<file path="config.mk">
export PLATFORM = sky130hd
export DESIGN_NAME = uart_tx_fifo_drain_flat
export DESIGN_NICKNAME = d
export VERILOG_FILES = /design/src/rtl/uart_tx_fifo_drain_pkg.sv /design/src/rtl/uart_tx_fifo_drain_if.sv /design/src/rtl/uart_tx_bit_timer.sv /design/src/rtl/uart_tx_fifo_drain.sv /design/src/flat_wrapper.sv
export SDC_FILE = /design/constraint.sdc
export NUM_CORES = 1
export LEC_CHECK = 0
export ABC_AREA = 1
export BUFFER_PORTS_ARGS = -buffer_cell sky130_fd_sc_hd__buf_4
export CORE_MARGIN = 3
export CORE_UTILIZATION = 45
export DETAILED_ROUTE_END_ITERATION = 8
export SYNTH_ARGS = -nofsm -noshare
export SYNTH_HDL_FRONTEND = slang
export SYNTH_SLANG_ARGS = --single-unit
</file>
<file path="constraint.sdc">
create_clock -name clk -period 1.9 [get_ports clk]
set_input_delay 0.095 -clock clk [delete_from_list [all_inputs] [get_ports clk]]
set_output_delay 0.095 -clock clk [all_outputs]
set_load 0.02 [all_outputs]
</file>
<file path="src/rtl/uart_tx_fifo_drain_pkg.sv">
// ---------------------------------------------------------------------------
// uart_tx_fifo_drain_pkg
//   Shared definitions for the UART transmit FIFO drain (the uart_tx_defs set):
//   FSM state encodings, parity type codes, bit-timer width and a parity helper.
//   No ports.
// ---------------------------------------------------------------------------
package uart_tx_fifo_drain_pkg;

  // Largest supported CLKS_PER_BIT; the bit timer is sized from it.
  localparam int CPB_MAX = 64;
  localparam int TIMER_W = $clog2(CPB_MAX);

  typedef enum logic [2:0] {
    ST_IDLE   = 3'd0,
    ST_START  = 3'd1,
    ST_DATA   = 3'd2,
    ST_PARITY = 3'd3,
    ST_STOP   = 3'd4
  } tx_state_e;

  localparam logic PAR_EVEN = 1'b0;
  localparam logic PAR_ODD  = 1'b1;

  // Parity bit for a word zero-extended to 64 bits: even -> ^data, odd -> ~^data.
  function automatic logic parity_of(input logic [63:0] data, input logic typ);
    return (^data) ^ (typ == PAR_ODD);
  endfunction

endpackage

</file>
<file path="src/rtl/uart_tx_fifo_drain_if.sv">
// ---------------------------------------------------------------------------
// uart_tx_fifo_drain_if
//   Read-side FIFO handshake between an async FIFO and its consumer.
//   fifo_empty  : FIFO rempty
//   fifo_rdata  : FIFO rdata, valid whenever fifo_empty is low
//   fifo_rinc   : pop strobe from the consumer
//   master modport = consumer (drain), slave modport = FIFO.
// ---------------------------------------------------------------------------
interface uart_tx_fifo_drain_if #(
  parameter int DATA_WIDTH = 8
);
  logic                  fifo_empty;
  logic [DATA_WIDTH-1:0] fifo_rdata;
  logic                  fifo_rinc;

  modport master (input fifo_empty, input fifo_rdata, output fifo_rinc);
  modport slave  (output fifo_empty, output fifo_rdata, input fifo_rinc);
endinterface

</file>
<file path="src/rtl/uart_tx_bit_timer.sv">
// ---------------------------------------------------------------------------
// uart_tx_bit_timer
//   Down-counter that marks the last clock of every serial bit.
//   clk, rst  : clock, asynchronous active-low reset
//   clear     : restart the bit period (driven by the FIFO pop strobe)
//   bit_done  : high on the terminal count of the current bit period
// ---------------------------------------------------------------------------
module uart_tx_bit_timer
  import uart_tx_fifo_drain_pkg::*;
#(
  parameter int CLKS_PER_BIT = 1
) (
  input  logic clk,
  input  logic rst,
  input  logic clear,
  output logic bit_done
);

  localparam logic [TIMER_W-1:0] RELOAD = TIMER_W'(CLKS_PER_BIT - 1);
  localparam logic [TIMER_W-1:0] ZERO   = {TIMER_W{1'b0}};

  logic [TIMER_W-1:0] cnt_r;

  // Period counter: reload on pop or on wrap, otherwise count down.
  always_ff @(posedge clk or negedge rst) begin
    if (!rst) begin
      cnt_r <= ZERO;
    end else if (clear || (cnt_r == ZERO)) begin
      cnt_r <= RELOAD;
    end else begin
      cnt_r <= cnt_r - TIMER_W'(1);
    end
  end

  assign bit_done = (cnt_r == ZERO);

endmodule

</file>
<file path="src/rtl/uart_tx_fifo_drain.sv">
// ---------------------------------------------------------------------------
// uart_tx_fifo_drain
//   Pops words from an async FIFO (read-clock domain) and sends each as a UART
//   frame: start bit, DATA_WIDTH data bits LSB first, optional parity, stop bit.
//   Frames run back to back while the FIFO stays non-empty.
//   Optional feature macro: UART_TX_PARITY_EN (adds par_en/par_typ and PARITY).
//   clk, rst : read clock, asynchronous active-low reset
//   fifo     : FIFO read handshake (master modport), fifo_rinc is combinational
//   par_en   : parity enable (macro only), sampled at each pop
//   par_typ  : 0 even, 1 odd (macro only), sampled at each pop
//   tx_out   : serial line, idle high, registered
//   busy     : high while a frame is on the line, registered
// ---------------------------------------------------------------------------
module uart_tx_fifo_drain
  import uart_tx_fifo_drain_pkg::*;
#(
  parameter int DATA_WIDTH   = 8,
  parameter int CLKS_PER_BIT = 1
) (
  input  logic                 clk,
  input  logic                 rst,
  uart_tx_fifo_drain_if.master fifo,
`ifdef UART_TX_PARITY_EN
  input  logic                 par_en,
  input  logic                 par_typ,
`endif
  output logic                 tx_out,
  output logic                 busy
);

  localparam int IDX_W = (DATA_WIDTH > 1) ? $clog2(DATA_WIDTH) : 1;
  localparam logic [IDX_W-1:0] IDX_LAST = IDX_W'(DATA_WIDTH - 1);

  tx_state_e             state_r, state_s;
  logic [DATA_WIDTH-1:0] shift_r, shift_s;
  logic [IDX_W-1:0]      idx_r, idx_s;
  logic                  tx_r, tx_s;
  logic                  busy_r;
  logic                  bit_done_s;
  logic                  pop_s;

  uart_tx_bit_timer #(.CLKS_PER_BIT(CLKS_PER_BIT)) u_bit_timer (
    .clk      (clk),
    .rst      (rst),
    .clear    (pop_s),
    .bit_done (bit_done_s)
  );

  // Pop when idle or at the very end of a stop bit; never during reset.
  assign pop_s = ((state_r == ST_IDLE) || ((state_r == ST_STOP) && bit_done_s))
                 && !fifo.fifo_empty && rst;
  assign fifo.fifo_rinc = pop_s;

`ifdef UART_TX_PARITY_EN
  logic par_en_r;
  logic par_bit_r;

  // Parity settings are frozen per frame at the pop edge.
  always_ff @(posedge clk or negedge rst) begin
    if (!rst) begin
      par_en_r  <= 1'b0;
      par_bit_r <= 1'b0;
    end else if (pop_s) begin
      par_en_r  <= par_en;
      par_bit_r <= parity_of(64'(fifo.fifo_rdata), par_typ);
    end else begin
      par_en_r  <= par_en_r;
      par_bit_r <= par_bit_r;
    end
  end
`endif

  // Next state plus the next line level, so tx_out is a plain flop.
  always_comb begin
    state_s = state_r;
    shift_s = shift_r;
    idx_s   = idx_r;
    tx_s    = tx_r;
    case (state_r)
      ST_IDLE: begin
        if (pop_s) begin
          state_s = ST_START;
          shift_s = fifo.fifo_rdata;
          idx_s   = {IDX_W{1'b0}};
          tx_s    = 1'b0;
        end else begin
          tx_s    = 1'b1;
        end
      end
      ST_START: begin
        if (bit_done_s) begin
          state_s = ST_DATA;
          tx_s    = shift_r[0];
        end else begin
          tx_s    = 1'b0;
        end
      end
      ST_DATA: begin
        if (bit_done_s) begin
          if (idx_r == IDX_LAST) begin
`ifdef UART_TX_PARITY_EN
            if (par_en_r) begin
              state_s = ST_PARITY;
              tx_s    = par_bit_r;
            end else begin
              state_s = ST_STOP;
              tx_s    = 1'b1;
            end
`else
            state_s = ST_STOP;
            tx_s    = 1'b1;
`endif
          end else begin
            shift_s = shift_r >> 1;
            idx_s   = idx_r + IDX_W'(1);
            tx_s    = shift_s[0];
          end
        end else begin
          tx_s = shift_r[0];
        end
      end
`ifdef UART_TX_PARITY_EN
      ST_PARITY: begin
        if (bit_done_s) begin
          state_s = ST_STOP;
          tx_s    = 1'b1;
        end else begin
          tx_s    = par_bit_r;
        end
      end
`endif
      ST_STOP: begin
        if (bit_done_s && pop_s) begin
          state_s = ST_START;
          shift_s = fifo.fifo_rdata;
          idx_s   = {IDX_W{1'b0}};
          tx_s    = 1'b0;
        end else if (bit_done_s) begin
          state_s = ST_IDLE;
          tx_s    = 1'b1;
        end else begin
          tx_s    = 1'b1;
        end
      end
      default: begin
        state_s = ST_IDLE;
        tx_s    = 1'b1;
      end
    endcase
  end

  // FSM, shift register and registered line outputs.
  always_ff @(posedge clk or negedge rst) begin
    if (!rst) begin
      state_r <= ST_IDLE;
      shift_r <= {DATA_WIDTH{1'b0}};
      idx_r   <= {IDX_W{1'b0}};
      tx_r    <= 1'b1;
      busy_r  <= 1'b0;
    end else begin
      state_r <= state_s;
      shift_r <= shift_s;
      idx_r   <= idx_s;
      tx_r    <= tx_s;
      busy_r  <= (state_s != ST_IDLE);
    end
  end

  assign tx_out = tx_r;
  assign busy   = busy_r;

endmodule

</file>
<file path="src/flat_wrapper.sv">
// flat-port wrapper written by rule: the top's interface ports become plain ports
module uart_tx_fifo_drain_flat import uart_tx_fifo_drain_pkg::*;
#(
  parameter int DATA_WIDTH   = 8,
  parameter int CLKS_PER_BIT = 1
)
  (clk, rst, tx_out, busy, fifo_fifo_empty, fifo_fifo_rdata, fifo_fifo_rinc);
  uart_tx_fifo_drain_if #(.DATA_WIDTH(DATA_WIDTH)) fifo_i ();
  input  logic clk;
  input  logic rst;
  output logic tx_out;
  output logic busy;
  input wire logic [$bits(fifo_i.fifo_empty)-1:0] fifo_fifo_empty;
  input wire logic [$bits(fifo_i.fifo_rdata)-1:0] fifo_fifo_rdata;
  output wire logic [$bits(fifo_i.fifo_rinc)-1:0] fifo_fifo_rinc;
  assign fifo_i.fifo_empty = fifo_fifo_empty;
  assign fifo_i.fifo_rdata = fifo_fifo_rdata;
  assign fifo_fifo_rinc = fifo_i.fifo_rinc;
  uart_tx_fifo_drain #(.DATA_WIDTH(DATA_WIDTH), .CLKS_PER_BIT(CLKS_PER_BIT)) u_core (.clk(clk), .rst(rst), .fifo(fifo_i), .tx_out(tx_out), .busy(busy));
endmodule
</file>
==> summary.md <==
| Metric | Value |
|---|---|
| Status | `finished clean` |
| Syn avg cell area | `8.72 µm²` |
| Post-Syn Nets | `156` |
| Total CTS buffers | `3` |
| Worst reg2reg endpoint | `u_core.shift_r[5]` |
| # IOs | `14` |
| Die W | `58.5 µm` |
| Routed vias/inst | `5.06` |
| # Max-Cap Violations | `0` |
| Worst r2r src | `u_core.u_bit_timer.cnt_r[0]` |
| FF-to-FF setup slack | `0.30 ns` |
| WP data arrival | `between 1.5 and 2 ns` |
| Final global-route overflow total | `0` |
| DRT iter0 DRCs | `10` |
| Std cell rows | `18` |
| CTS tree | `built` |
| Worst reg2reg path depth | `9` |
| Peak VDD IR | `0.789 mV` |
| Gpl congestion | `0.791` |
| Layout area overhead | `14.0%` |
| Port buffer count | `13` |
| Global-route wire length before repair | `4320 µm` |
| Hold endpoint | `u_core.shift_r[7]` |
| H-tree level count | `1` |
| Final min period | `1.67 ns` |
| TritonCTS Sinks | `22` |
| PwrDens | `1210 nW/µm²` |
| Crit. End Element | `output port` |
| Initial antenna violation count | `0` |
| Fmax | `about 600 MHz` |
| Initial Utilization | `about 49%` |
| DIE AREA | `3420 µm²` |
| Chip Height | `58.5 µm` |
| Slew Limit Headroom | `80.0%` |
| Min-Delay Startpoint | `fifo_fifo_rdata[7]` |
| Global-route usage over all layers | `~16%` |
| Layout cells sized above 1 | `approximately 34%` |
| Setup repair bufs after CTS | `0` |
| Root buffer cell | `clkbuf_4` |
| Placed Area | `~1400 µm²` |
| Hold Crit Class | `input port to flop` |
| Final Core Density | `a little under three fifths` |
| Count of unique library cells instantiated by Yosys | `29` |
| Final ANT Viol Nets | `0` |
| Layout Nets | `175` |
| Cells after Synth | `142` |
| Fin crit share | `88.0%` |
| Commonest non-fill, non-tap cell in the layout | `nand2_1` |
| Core box area | `2540 µm²` |
| Register bit total from synthesis | `22` |
| Setup violations, final | `0` |
| RSZ-0062 raised after global routing | `false` |
| Pin count of the biggest net entering global routing | `23` |
| Clock Pin Slew Worst Setup and Hold Paths | `between 0.1 and 0.15 ns` |
| 1st-pass router iterations | `4` |
| Final wirelength | `2390 µm` |
| Final Hold Violating Endpoints | `0` |
| Worst hold path depth | `3` |
| Leakage | `roughly 0.00078 µW` |
| DRC | `0` |
| Netlist Area Pre-Place | `~1200 µm²` |
| Startpoint Class | `flop` |
| Clk_lat worst skew | `0.30 ns` |
| Average wire per standard cell | `12.6 µm` |
| DP Wirelength | `1790 µm` |
| Vias | `962` |
| Fin area | `1410 µm²` |
| Crit path kind | `flop to output port` |
| Critical path data required time | `1.80 ns` |
| Worst-Margin Slew | `0.298 ns` |
| Vias in the first global route | `969` |
| Final max-slew violation count | `0` |
| Fin Clk Skew | `0.00513 ns` |
| YS warnings | `0` |
| Longest Clk Path Bufs | `2` |
| Most frequent cells in the layout | `37 x nand2_1, 21 x dfrtp_1, 19 x nand2_2` |
| Antenna fix cells | `0` |
| Crit path max fanout | `10` |
| Fin Setup TNS | `0 ns` |
| Seq/Total Area, Yosys | `between 40 and 50%` |
==> flip-flops by register name, summed over array words and instances, names as in the netlist <==
| name | count |
|---|---|
| u_core.shift_r | 8 |
| u_core.u_bit_timer.cnt_r | 6 |
| u_core.idx_r | 3 |
| u_core.state_r | 3 |
| u_core.busy | 1 |
| u_core.tx_out | 1 |
==> metal layers <==
layer	global-route usage (%)	part of all wire [%]	wire [µm]
met2	26.2	47	1120
met5	0	0	0
met1	22.6	49	1170
met3	2.63	3.1	74
met4	5.96	1.0	25
==> worst max-delay path: stages (launching register included) <==
cell and delay, ns:
dfrtp_1 0.41, inv_1 0.06, ha_1 0.25, nand3_4 0.17, nand2_2 0.11, nand2_2 0.09
inv_1 0.07, buf_4 0.13
==> how the worst max path moves through the flow <==
stage                                 from                end  slack (ns)  cells after the start
2_1_floorplan  u_core.u_bit_timer.cnt_r[0]  u_core.shift_r[1]        0.42                      8
3_3_place_gp   u_core.u_bit_timer.cnt_r[0]  u_core.shift_r[6]        0.25                      9
3_5_place_dp   u_core.u_bit_timer.cnt_r[0]  u_core.shift_r[6]        0.17                      9
4_1_cts        u_core.u_bit_timer.cnt_r[0]  u_core.shift_r[6]        0.14                      9
5_1_grt        u_core.u_bit_timer.cnt_r[0]     fifo_fifo_rinc        0.08                      7
6_report       u_core.u_bit_timer.cnt_r[0]     fifo_fifo_rinc        0.23                      7
==> metrics by stage <==
stage / worst slack, ns / hold slack [ns] / instances / power (µW)
3_5_place_dp: 0.168 / 0.0970 / 185 / 1510
3_3_place_gp: 0.247 / 0.0904 / 185 / 1480
6_report: 0.228 / 0.0488 / 190 / 1710
5_1_grt: 0.0762 / 0.0525 / 190 / 1870
4_1_cts: 0.143 / 0.0458 / 190 / 1730
2_1_floorplan: 0.416 / -0.201 / 142 / 1340
==> final cells by class <==
cell class | instances | area, µm²
clock buffers | 4 | 26.3
repair buffers | 17 | 130
multi-input cells | 103 | 614
fillers | 257 | 1130
inverters | 14 | 52.6
well taps | 30 | 37.5
flip-flops and latches | 22 | 552
==> cell families after synthesis <==
kind of cell    count (synthesis)  synth area share (%)
compound gates                  6                  4.14
xor+xnor                        3                  2.12
fa+ha+maj                       3                  3.03
buf+inv                        17                  6.46
flops                          22                  44.5
simple gates                   91                  39.7
==> Yosys cell counts <==
library cell	n	area share [%]
a21oi_2	1	0.71
buf_2	1	0.40
buf_6	2	1.8
dfrtp_1	21	42
dfstp_2	1	2.1
ha_1	3	3.0
inv_1	9	2.7
inv_2	5	1.5
nand2_1	37	11
nand2_2	19	9.6
nand2_4	1	0.91
nand3_1	2	0.81
nand3_2	1	0.81
nand3_4	2	2.8
nand3b_1	2	1.2
nand4_1	12	6.1
nor2_1	10	3.0
nor2_2	1	0.51
nor2_4	1	0.91
nor3_1	1	0.40
nor3_2	1	0.81
nor3b_1	1	0.61
o21a_1	1	0.61
o21ai_0	1	0.40
o21ai_1	1	0.40
o21ai_2	1	0.71
o21ai_4	1	1.3
xnor2_1	1	0.71
xor2_1	2	1.4
==> repair_timing <==
item | in CTS | in global routing
resized for setup | 0 | 1
endpoints found under the setup margin | 0 | 7
endpoints found under the hold margin | 21 | 0
hold buffers | 1 | 0
==> report_power, final <==
part | switching (µW) | internal, µW | total [µW]
clock network | 136 | 81.7 | 218
logic | 493 | 290 | 783
registers | 95.9 | 615 | 710
total | 725 | 986 | 1710
Power figures use the tool's default switching activity.
